[src/rtl/dual_diagonal_diff_if.sv]
// dual_diagonal_diff_if
// Groups the stream handshake, frame and error signals of dual_diagonal_diff.
//   i_in_data/i_in_valid/i_in_last/o_in_ready         : accumulated-word input stream
//   o_out_data/o_out_valid/o_out_last/o_out_index/i_out_ready : recovered-word output stream
//   o_err_frame/o_err_sticky/i_err_clear              : frame-misalignment reporting
// The i_/o_ prefixes are from the block's point of view; the slave modport is
// the block itself and the master modport is the surrounding logic.
interface dual_diagonal_diff_if #(
    parameter int WIDTH     = 8,
    parameter int NUM_WORDS = 1024
);
    localparam int IW = $clog2(NUM_WORDS);

    logic [WIDTH-1:0] i_in_data;
    logic             i_in_valid;
    logic             o_in_ready;
    logic             i_in_last;
    logic [WIDTH-1:0] o_out_data;
    logic             o_out_valid;
    logic             i_out_ready;
    logic             o_out_last;
    logic [IW-1:0]    o_out_index;
    logic             o_err_frame;
    logic             o_err_sticky;
    logic             i_err_clear;

    modport slave (
        input  i_in_data, i_in_valid, i_in_last, i_out_ready, i_err_clear,
        output o_in_ready, o_out_data, o_out_valid, o_out_last, o_out_index,
               o_err_frame, o_err_sticky
    );

    modport master (
        output i_in_data, i_in_valid, i_in_last, i_out_ready, i_err_clear,
        input  o_in_ready, o_out_data, o_out_valid, o_out_last, o_out_index,
               o_err_frame, o_err_sticky
    );
endinterface

[src/rtl/dual_diagonal_diff.sv]
// dual_diagonal_diff
// Undoes the dual-diagonal accumulation: within each vector of NUM_WORDS words
// every output word is the XOR of the current and previous accumulated input
// word, with the previous word taken as 0 at the start of a vector.
// Ports:
//   i_clock : clock, rising edge
//   i_reset : asynchronous active-high reset
//   bus     : dual_diagonal_diff_if.slave carrying the input stream, the
//             output stream (with last flag and word index) and the
//             frame-error pulse/sticky flag with its clear input.
// Output is a main register plus one skid register so that o_in_ready can be
// registered and never depends combinationally on i_out_ready.
module dual_diagonal_diff #(
    parameter int WIDTH     = 8,
    parameter int NUM_WORDS = 1024
) (
    input logic                  i_clock,
    input logic                  i_reset,
    dual_diagonal_diff_if.slave  bus
);
    localparam int            IW       = $clog2(NUM_WORDS);
    localparam logic [IW-1:0] LAST_IDX = IW'(NUM_WORDS - 1);

    logic [IW-1:0]    cnt_q, cnt_d;
    logic [WIDTH-1:0] prev_q, prev_d;

    logic [WIDTH-1:0] main_data_q, main_data_d;
    logic             main_last_q, main_last_d;
    logic [IW-1:0]    main_index_q, main_index_d;
    logic             main_valid_q, main_valid_d;

    logic [WIDTH-1:0] skid_data_q, skid_data_d;
    logic             skid_last_q, skid_last_d;
    logic [IW-1:0]    skid_index_q, skid_index_d;
    logic             skid_full_q, skid_full_d;

    logic             in_ready_q, in_ready_d;
    logic             err_frame_q, err_frame_d;
    logic             err_sticky_q, err_sticky_d;

    logic             accept;
    logic             drain;
    logic             main_free;
    logic             at_end;
    logic [WIDTH-1:0] res_data;
    logic             res_last;

    assign accept    = bus.i_in_valid && in_ready_q;
    assign drain     = main_valid_q && bus.i_out_ready;
    assign main_free = !main_valid_q || drain;
    assign at_end    = (cnt_q == LAST_IDX);
    assign res_data  = bus.i_in_data ^ prev_q;
    // An early last from upstream also closes the vector so we resync to it.
    assign res_last  = at_end || bus.i_in_last;

    always_comb begin
        cnt_d        = cnt_q;
        prev_d       = prev_q;
        main_data_d  = main_data_q;
        main_last_d  = main_last_q;
        main_index_d = main_index_q;
        main_valid_d = main_valid_q;
        skid_data_d  = skid_data_q;
        skid_last_d  = skid_last_q;
        skid_index_d = skid_index_q;
        skid_full_d  = skid_full_q;
        err_frame_d  = 1'b0;
        err_sticky_d = err_sticky_q;

        if (accept) begin
            if (res_last) begin
                cnt_d  = '0;
                prev_d = '0;
            end else begin
                cnt_d  = cnt_q + IW'(1);
                prev_d = bus.i_in_data;
            end
            // Covers both early last and missing last.
            err_frame_d = (bus.i_in_last != at_end);
        end

        // A new error in the same cycle as a clear keeps the flag set.
        if (err_frame_d) begin
            err_sticky_d = 1'b1;
        end else if (bus.i_err_clear) begin
            err_sticky_d = 1'b0;
        end

        // The skid word is always older than any new word, so it is promoted
        // first. accept implies the skid is empty (o_in_ready = !skid_full).
        if (main_free) begin
            if (skid_full_q) begin
                main_data_d  = skid_data_q;
                main_last_d  = skid_last_q;
                main_index_d = skid_index_q;
                main_valid_d = 1'b1;
                skid_full_d  = 1'b0;
            end else if (accept) begin
                main_data_d  = res_data;
                main_last_d  = res_last;
                main_index_d = cnt_q;
                main_valid_d = 1'b1;
            end else begin
                main_valid_d = 1'b0;
            end
        end else if (accept) begin
            skid_data_d  = res_data;
            skid_last_d  = res_last;
            skid_index_d = cnt_q;
            skid_full_d  = 1'b1;
        end

        in_ready_d = !skid_full_d;
    end

    always_ff @(posedge i_clock or posedge i_reset) begin
        if (i_reset) begin
            cnt_q        <= '0;
            prev_q       <= '0;
            main_data_q  <= '0;
            main_last_q  <= 1'b0;
            main_index_q <= '0;
            main_valid_q <= 1'b0;
            skid_data_q  <= '0;
            skid_last_q  <= 1'b0;
            skid_index_q <= '0;
            skid_full_q  <= 1'b0;
            in_ready_q   <= 1'b1;
            err_frame_q  <= 1'b0;
            err_sticky_q <= 1'b0;
        end else begin
            cnt_q        <= cnt_d;
            prev_q       <= prev_d;
            main_data_q  <= main_data_d;
            main_last_q  <= main_last_d;
            main_index_q <= main_index_d;
            main_valid_q <= main_valid_d;
            skid_data_q  <= skid_data_d;
            skid_last_q  <= skid_last_d;
            skid_index_q <= skid_index_d;
            skid_full_q  <= skid_full_d;
            in_ready_q   <= in_ready_d;
            err_frame_q  <= err_frame_d;
            err_sticky_q <= err_sticky_d;
        end
    end

    assign bus.o_in_ready   = in_ready_q;
    assign bus.o_out_data   = main_data_q;
    assign bus.o_out_valid  = main_valid_q;
    assign bus.o_out_last   = main_last_q;
    assign bus.o_out_index  = main_index_q;
    assign bus.o_err_frame  = err_frame_q;
    assign bus.o_err_sticky = err_sticky_q;

endmodule
[src/flat_wrapper.sv]
// flat-port wrapper written by rule: the top's interface ports become plain ports
module dual_diagonal_diff_flat 
#(
    parameter int WIDTH     = 8,
    parameter int NUM_WORDS = 1024
)
  (i_clock, i_reset, bus_i_in_data, bus_i_in_valid, bus_i_in_last, bus_i_out_ready, bus_i_err_clear, bus_o_in_ready, bus_o_out_data, bus_o_out_valid, bus_o_out_last, bus_o_out_index, bus_o_err_frame, bus_o_err_sticky);
  dual_diagonal_diff_if #(.WIDTH(WIDTH), .NUM_WORDS(NUM_WORDS)) bus_i ();
  input logic i_clock;
  input logic i_reset;
  input wire logic [$bits(bus_i.i_in_data)-1:0] bus_i_in_data;
  input wire logic [$bits(bus_i.i_in_valid)-1:0] bus_i_in_valid;
  input wire logic [$bits(bus_i.i_in_last)-1:0] bus_i_in_last;
  input wire logic [$bits(bus_i.i_out_ready)-1:0] bus_i_out_ready;
  input wire logic [$bits(bus_i.i_err_clear)-1:0] bus_i_err_clear;
  output wire logic [$bits(bus_i.o_in_ready)-1:0] bus_o_in_ready;
  output wire logic [$bits(bus_i.o_out_data)-1:0] bus_o_out_data;
  output wire logic [$bits(bus_i.o_out_valid)-1:0] bus_o_out_valid;
  output wire logic [$bits(bus_i.o_out_last)-1:0] bus_o_out_last;
  output wire logic [$bits(bus_i.o_out_index)-1:0] bus_o_out_index;
  output wire logic [$bits(bus_i.o_err_frame)-1:0] bus_o_err_frame;
  output wire logic [$bits(bus_i.o_err_sticky)-1:0] bus_o_err_sticky;
  assign bus_i.i_in_data = bus_i_in_data;
  assign bus_i.i_in_valid = bus_i_in_valid;
  assign bus_i.i_in_last = bus_i_in_last;
  assign bus_i.i_out_ready = bus_i_out_ready;
  assign bus_i.i_err_clear = bus_i_err_clear;
  assign bus_o_in_ready = bus_i.o_in_ready;
  assign bus_o_out_data = bus_i.o_out_data;
  assign bus_o_out_valid = bus_i.o_out_valid;
  assign bus_o_out_last = bus_i.o_out_last;
  assign bus_o_out_index = bus_i.o_out_index;
  assign bus_o_err_frame = bus_i.o_err_frame;
  assign bus_o_err_sticky = bus_i.o_err_sticky;
  dual_diagonal_diff #(.WIDTH(WIDTH), .NUM_WORDS(NUM_WORDS)) u_core (.i_clock(i_clock), .i_reset(i_reset), .bus(bus_i));
endmodule
[config.mk]
export PLATFORM = sky130hd
export DESIGN_NAME = dual_diagonal_diff_flat
export DESIGN_NICKNAME = d
export VERILOG_FILES = /design/src/rtl/dual_diagonal_diff_if.sv /design/src/rtl/dual_diagonal_diff.sv /design/src/flat_wrapper.sv
export SDC_FILE = /design/constraint.sdc
export NUM_CORES = 1
export LEC_CHECK = 0
export ABC_AREA = 1
export CORE_UTILIZATION = 45
export CTS_CLUSTER_SIZE = 16
export DETAILED_ROUTE_END_ITERATION = 6
export PLACE_DENSITY = 0.77
export SLEW_MARGIN = 25
export SYNTH_ARGS = -nofsm -noshare
export SYNTH_HDL_FRONTEND = slang
export SYNTH_SLANG_ARGS = --single-unit
[constraint.sdc]
create_clock -name i_clock -period 3.65 [get_ports i_clock]
set_input_delay 0.73 -clock i_clock [delete_from_list [all_inputs] [get_ports i_clock]]
set_output_delay 0.73 -clock i_clock [all_outputs]
set_load 0.02 [all_outputs]
Word level (Yosys, flattened, before mapping)
Cells that the tools add are included.
{"block": "totals", "register_bits": 61, "inputBits": 14, "output_inout_bits": 23, "word_cells": 43}
{"block": "classes", "n_addsub": 1, "n_eq_ne": 2, "mux": 15, "bitwise_logic": 2, "reduce_logical": 10}
{"op": "10-bit two-way mux", "n": 3}
{"op": "8-bit two-way mux", "n": 3}
{"op": "10-bit by 1-bit adder with 10-bit output (second input constant)", "n": 1}
{"op": "10-bit equality test (second input constant)", "n": 1}
{"op": "1-bit two-way mux", "n": 9}
{"op": "8-bit bitwise XOR", "n": 1}
{"op": "2-bit AND reduction", "n": 2}
{"op": "2-bit nonzero test", "n": 2}
{"op": "1-bit logical AND", "n": 2}
{"op": "1-bit zero test", "n": 2}
{"op": "1-bit logical OR", "n": 2}
{"op": "1-bit != test", "n": 1}
{"op": "1-bit inverter", "n": 1}

Longest topological paths before layout
{"block": "logic_depth", "depth_word": 4, "mapped_depth": 9, "ltp_nobuf": 9}

Least setup slack after synthesis
Ideal clock, no wire load.
{"block": "synth_timing", "path_kind": "reg-to-reg", "from": "reg u_core.cnt_q[0]", "to": "reg u_core.prev_q[0]", "arrival_ps": 1413, "required_ps": 3567, "setup_slack_ps": 2154, "path_stages_with_launch": 9, "period_less_slack_ps": 1496, "cell_sequence": "dfrtp_1 > ha_1 > nand2_1 > nor2_1 > nand4_1 > ha_1 > clkbuf_1 > nand2_1 > o21ai_0"}
{"block": "synth_between", "elab_chain_len": 3}
{"element": "start, declared", "line_no": "dual_diagonal_diff.sv:24", "text": "logic [IW-1:0] cnt_q, cnt_d;"}
{"element": "start signal, assigned", "line_no": "dual_diagonal_diff.sv:132", "text": "cnt_q <= cnt_d;"}
{"element": "10-bit equality test", "line_no": "dual_diagonal_diff.sv:51", "text": "assign at_end = (cnt_q == LAST_IDX);"}
{"element": "1-bit logical OR", "line_no": "dual_diagonal_diff.sv:54", "text": "assign res_last = at_end || bus.i_in_last;"}
{"element": "8-bit two-way mux", "line_no": "dual_diagonal_diff.sv:71", "text": "if (res_last) begin"}
{"element": "end signal, assigned", "line_no": "dual_diagonal_diff.sv:133", "text": "prev_q <= prev_d;"}
{"element": "end, declared", "line_no": "dual_diagonal_diff.sv:25", "text": "logic [WIDTH-1:0] prev_q, prev_d;"}
Every way passes these cells.
A chain may end at the register's enable or synchronous reset.

Final worst setup path
{"block": "layout_timing", "from": "reg u_core.in_ready_q, in the netlist u_core.bus.o_in_ready", "to": "out bus_o_in_ready"}
{"element": "start, declared", "line_no": "dual_diagonal_diff.sv:37", "text": "logic in_ready_q, in_ready_d;"}
{"element": "start signal, assigned", "line_no": "dual_diagonal_diff.sv:142", "text": "in_ready_q <= in_ready_d;"}
{"element": "end, declared", "line_no": "flat_wrapper.sv:16", "text": "output wire logic [$bits(bus_i.o_in_ready)-1:0] bus_o_in_ready;"}
No word-level cell between the ends.

==> results.md <==
* DP Cell Count at 421
* CP arrival at ~1.5 ns
* Cells after Synth at 322
* Final setup fails at 0
* Met3 usage at 0.0449
* Setup WS pre-CTS at roughly 1.4 ns
* First-pass GRT wire length at around 9.2 mm
* CP cell instances: clkdlybuf4s50_1
* Max incr delay on CP at around 0.60 ns
* CTS H-tree lvls at 3
* Setup CP Type: reg -> out
* Yosys reg bits at 61
* Detail Placement HPWL at between 3 and 4 mm
* Met1 usage at 0.242
* Setup TNS at 0 ns
* Clock latency on the worst-skew pair at 0.34 ns
* Clk sink count at 61
* PortBufs at 36
* Die width at 81.3 um
* Crit path depth at 1
* DRC at 0
* Die Ht at 81.3 um
* Num CTS Buffers at 9
* Final net count at 374
* Worst reg-to-reg path cell count at 9
* CP Capture Point: bus_o_in_ready
* Fmax at roughly 0.45 GHz
* P_leak at 1.65 nW
* Initial Utilization at 0.472
* Worst setup path startpoint: u_core.bus.o_in_ready
* Reg2reg start: u_core.cnt_q[0]
* Worst rel slew slack at 0.619
* Top-Level Pins at 37
* Post-route ant nets at 0
* CP Max Fanout at 2
* Crit. End Element: output port
* Root Buffer: clkbuf_8
* Core footprint at 5990 um2
* TritonCTS clock tree: done
* Register area share after synthesis at 0.540
* Post-synthesis cell type count at 26
* Largest net degree at the start of global routing at 33
* Startpoint class of the critical path: flip-flop
* Crit-path slowest cell: clkdlybuf4s50_1
* Final period util at 0.605
* Layout Cells excl Fill at 436
* VDD IR-drop max at 262 uV
* GRT overflow at 0
* Cell area after synthesis at 2830 um2
* FF-to-FF End: u_core.cnt_q[4]
* Least-Margin Pin Slew at 0.571 ns
* Vias in the first global route at roughly 2100
* Vias/cell at 4.96
* Layout area overhead at 18.7%
* Max-Cap Viols at 0
* Top delay family on crit path: buffers and inverters
* Clk buf depth at 2
* Yosys warns at 0
* Met2 usage at 0.296
* 1st-iter DRT viols at 73
* Die ar. at 6610 um2
* CTS Hold Buffers Added at 0
* Routability cong. at 0.844
* Final WS setup at 1.44 ns
* Layout cells sized above 1 at 0.108
* Post-cts gate resize count at 0
* WL/cell at 12.2 um
* Clk pin slew, worst setup/hold paths at 0.06 ns
* Clock Skew at roughly 0.005 ns
* Power per cell area at 579 nW/um2
* R2R Setup Slk at 1.92 ns
* Drt total wl at 5.30 mm
* Status: completed
* 1st-pass router iterations at 4
* # rows at 28
* Worst path buffer plus inverter count at 1
* Antenna diodes at 0
* Minimum clock period at 2.21 ns
* Fillers at 536
* RSZ-0062 raised after global routing: no
* Syn Nets at ~340
* Synth Area per Inst at roughly 8.8 um2
* GRT Overall Usage at 0.186
* HP Class: reg -> reg
* Via count at 2163
* Worst endpoint required time at between 2 and 3 ns
* Slew Limit Fails at 0
* Setup bufs post-CTS at 0
* Final hold vios at 0
* Initial antenna violation count at 0
* GRT busiest layer: met2
==> cell usage after synthesis, drive strengths merged <==
cell type	instances	area, um2
buf	12	108
inv	26	103
nor3	3	15.0
clkbuf	2	8.75
o22ai	1	6.26
dfstp	1	26.3
xor2	8	70.1
dfrtp	60	1500
nand4	2	12.5
nand3	8	40.0
a21oi	19	95.1
ha	3	37.5
o21ai	44	262
nor2	28	124
nand2	105	422
==> final cells by class <==
| cell class | instances | area (um2) | area share |
|---|---|---|---|
| Clock buffer | 14 | 173 | 0.0514 |
| Clock inverter | 1 | 5.00 | 0.00149 |
| Inverter | 26 | 103 | 0.0305 |
| Multi-Input combinational cell | 221 | 1080 | 0.322 |
| Sequential cell | 61 | 1530 | 0.455 |
| Tap cell | 75 | 93.8 | 0.0279 |
| Timing Repair Buffer | 38 | 375 | 0.112 |
==> logic make-up (layout without fill, tap and decap cells) <==
logic type	after synthesis	in the layout	synth area share
AO/OA/AOI/OAI	64	64	0.128
AND/OR/NAND/NOR	146	146	0.217
buffers and inverters	40	79	0.0774
XOR/XNOR	8	8	0.0248
flip-flops	61	61	0.540
adder cells (fa/ha/maj)	3	3	0.0133
==> worst min path at each step <==
stage	from	to	slack [ns]	cells past startpoint
6_report	u_core.skid_index_q[8]	u_core.skid_index_q[8]	0.48	2
5_1_grt	u_core.skid_data_q[4]	u_core.skid_data_q[4]	0.50	2
4_1_cts	u_core.skid_index_q[8]	u_core.skid_index_q[8]	0.48	2
3_5_place_dp	u_core.skid_index_q[8]	u_core.skid_index_q[8]	0.46	2
3_3_place_gp	u_core.skid_data_q[6]	u_core.skid_data_q[6]	0.46	2
2_1_floorplan	u_core.skid_data_q[0]	u_core.skid_data_q[0]	0.44	2
==> sequential cells by signal, summed over array words and instances, names as in the netlist <==
signal,cells
u_core.bus.o_out_data,8
u_core.bus.o_in_ready,1
u_core.prev_q,8
u_core.bus.o_out_last,1
u_core.skid_full_q,1
u_core.skid_last_q,1
u_core.bus.o_out_valid,1
u_core.bus.o_err_sticky,1
u_core.cnt_q,10
u_core.skid_data_q,8
u_core.bus.o_err_frame,1
u_core.bus.o_out_index,10
u_core.skid_index_q,10
==> metal layers <==
metal	vias to the layer above	share of wire
met5	-	0
met4	0	0.018
met3	10	0.025
met2	33	0.45
met1	1020	0.51
li1	1100	-
==> cells in the final DEF, fill, tap and decap left out, types with 3 or more instances in the layout <==
| master | synthesis | routed |
|---|---|---|
| o21ai_2 | 11 | 11 |
| nand3_1 | 8 | 8 |
| clkdlybuf4s50_1 | 0 | 36 |
| dfrtp_1 | 60 | 60 |
| inv_2 | 2 | 3 |
| clkbuf_8 | 0 | 12 |
| o21ai_1 | 11 | 11 |
| ha_1 | 3 | 3 |
| nand2_1 | 100 | 100 |
| nand2_4 | 3 | 3 |
| nor3_1 | 3 | 3 |
| o21ai_0 | 22 | 22 |
| nor2_1 | 26 | 26 |
| xor2_1 | 8 | 8 |
| a21oi_1 | 19 | 19 |
| inv_1 | 22 | 21 |
==> power by group <==
group | leakage, nW | switching [mW] | internal [mW]
Combinational | 0.775 | 0.292 | 0.217
Sequential | 0.786 | 0.0821 | 0.812
Clock | 0.0926 | 0.243 | 0.298
==> stage by stage <==
stage	cell area, um2	power, mW	util	hold WS, ns
2_1_floorplan	2830	1.22	-	0.442
5_1_grt	3360	2.07	0.561	0.496
6_report	3360	1.94	0.561	0.478
3_3_place_gp	3180	1.40	0.531	0.457
3_5_place_dp	3180	1.42	0.531	0.462
4_1_cts	3360	1.96	0.561	0.478
Power figures use the tool's default switching activity.
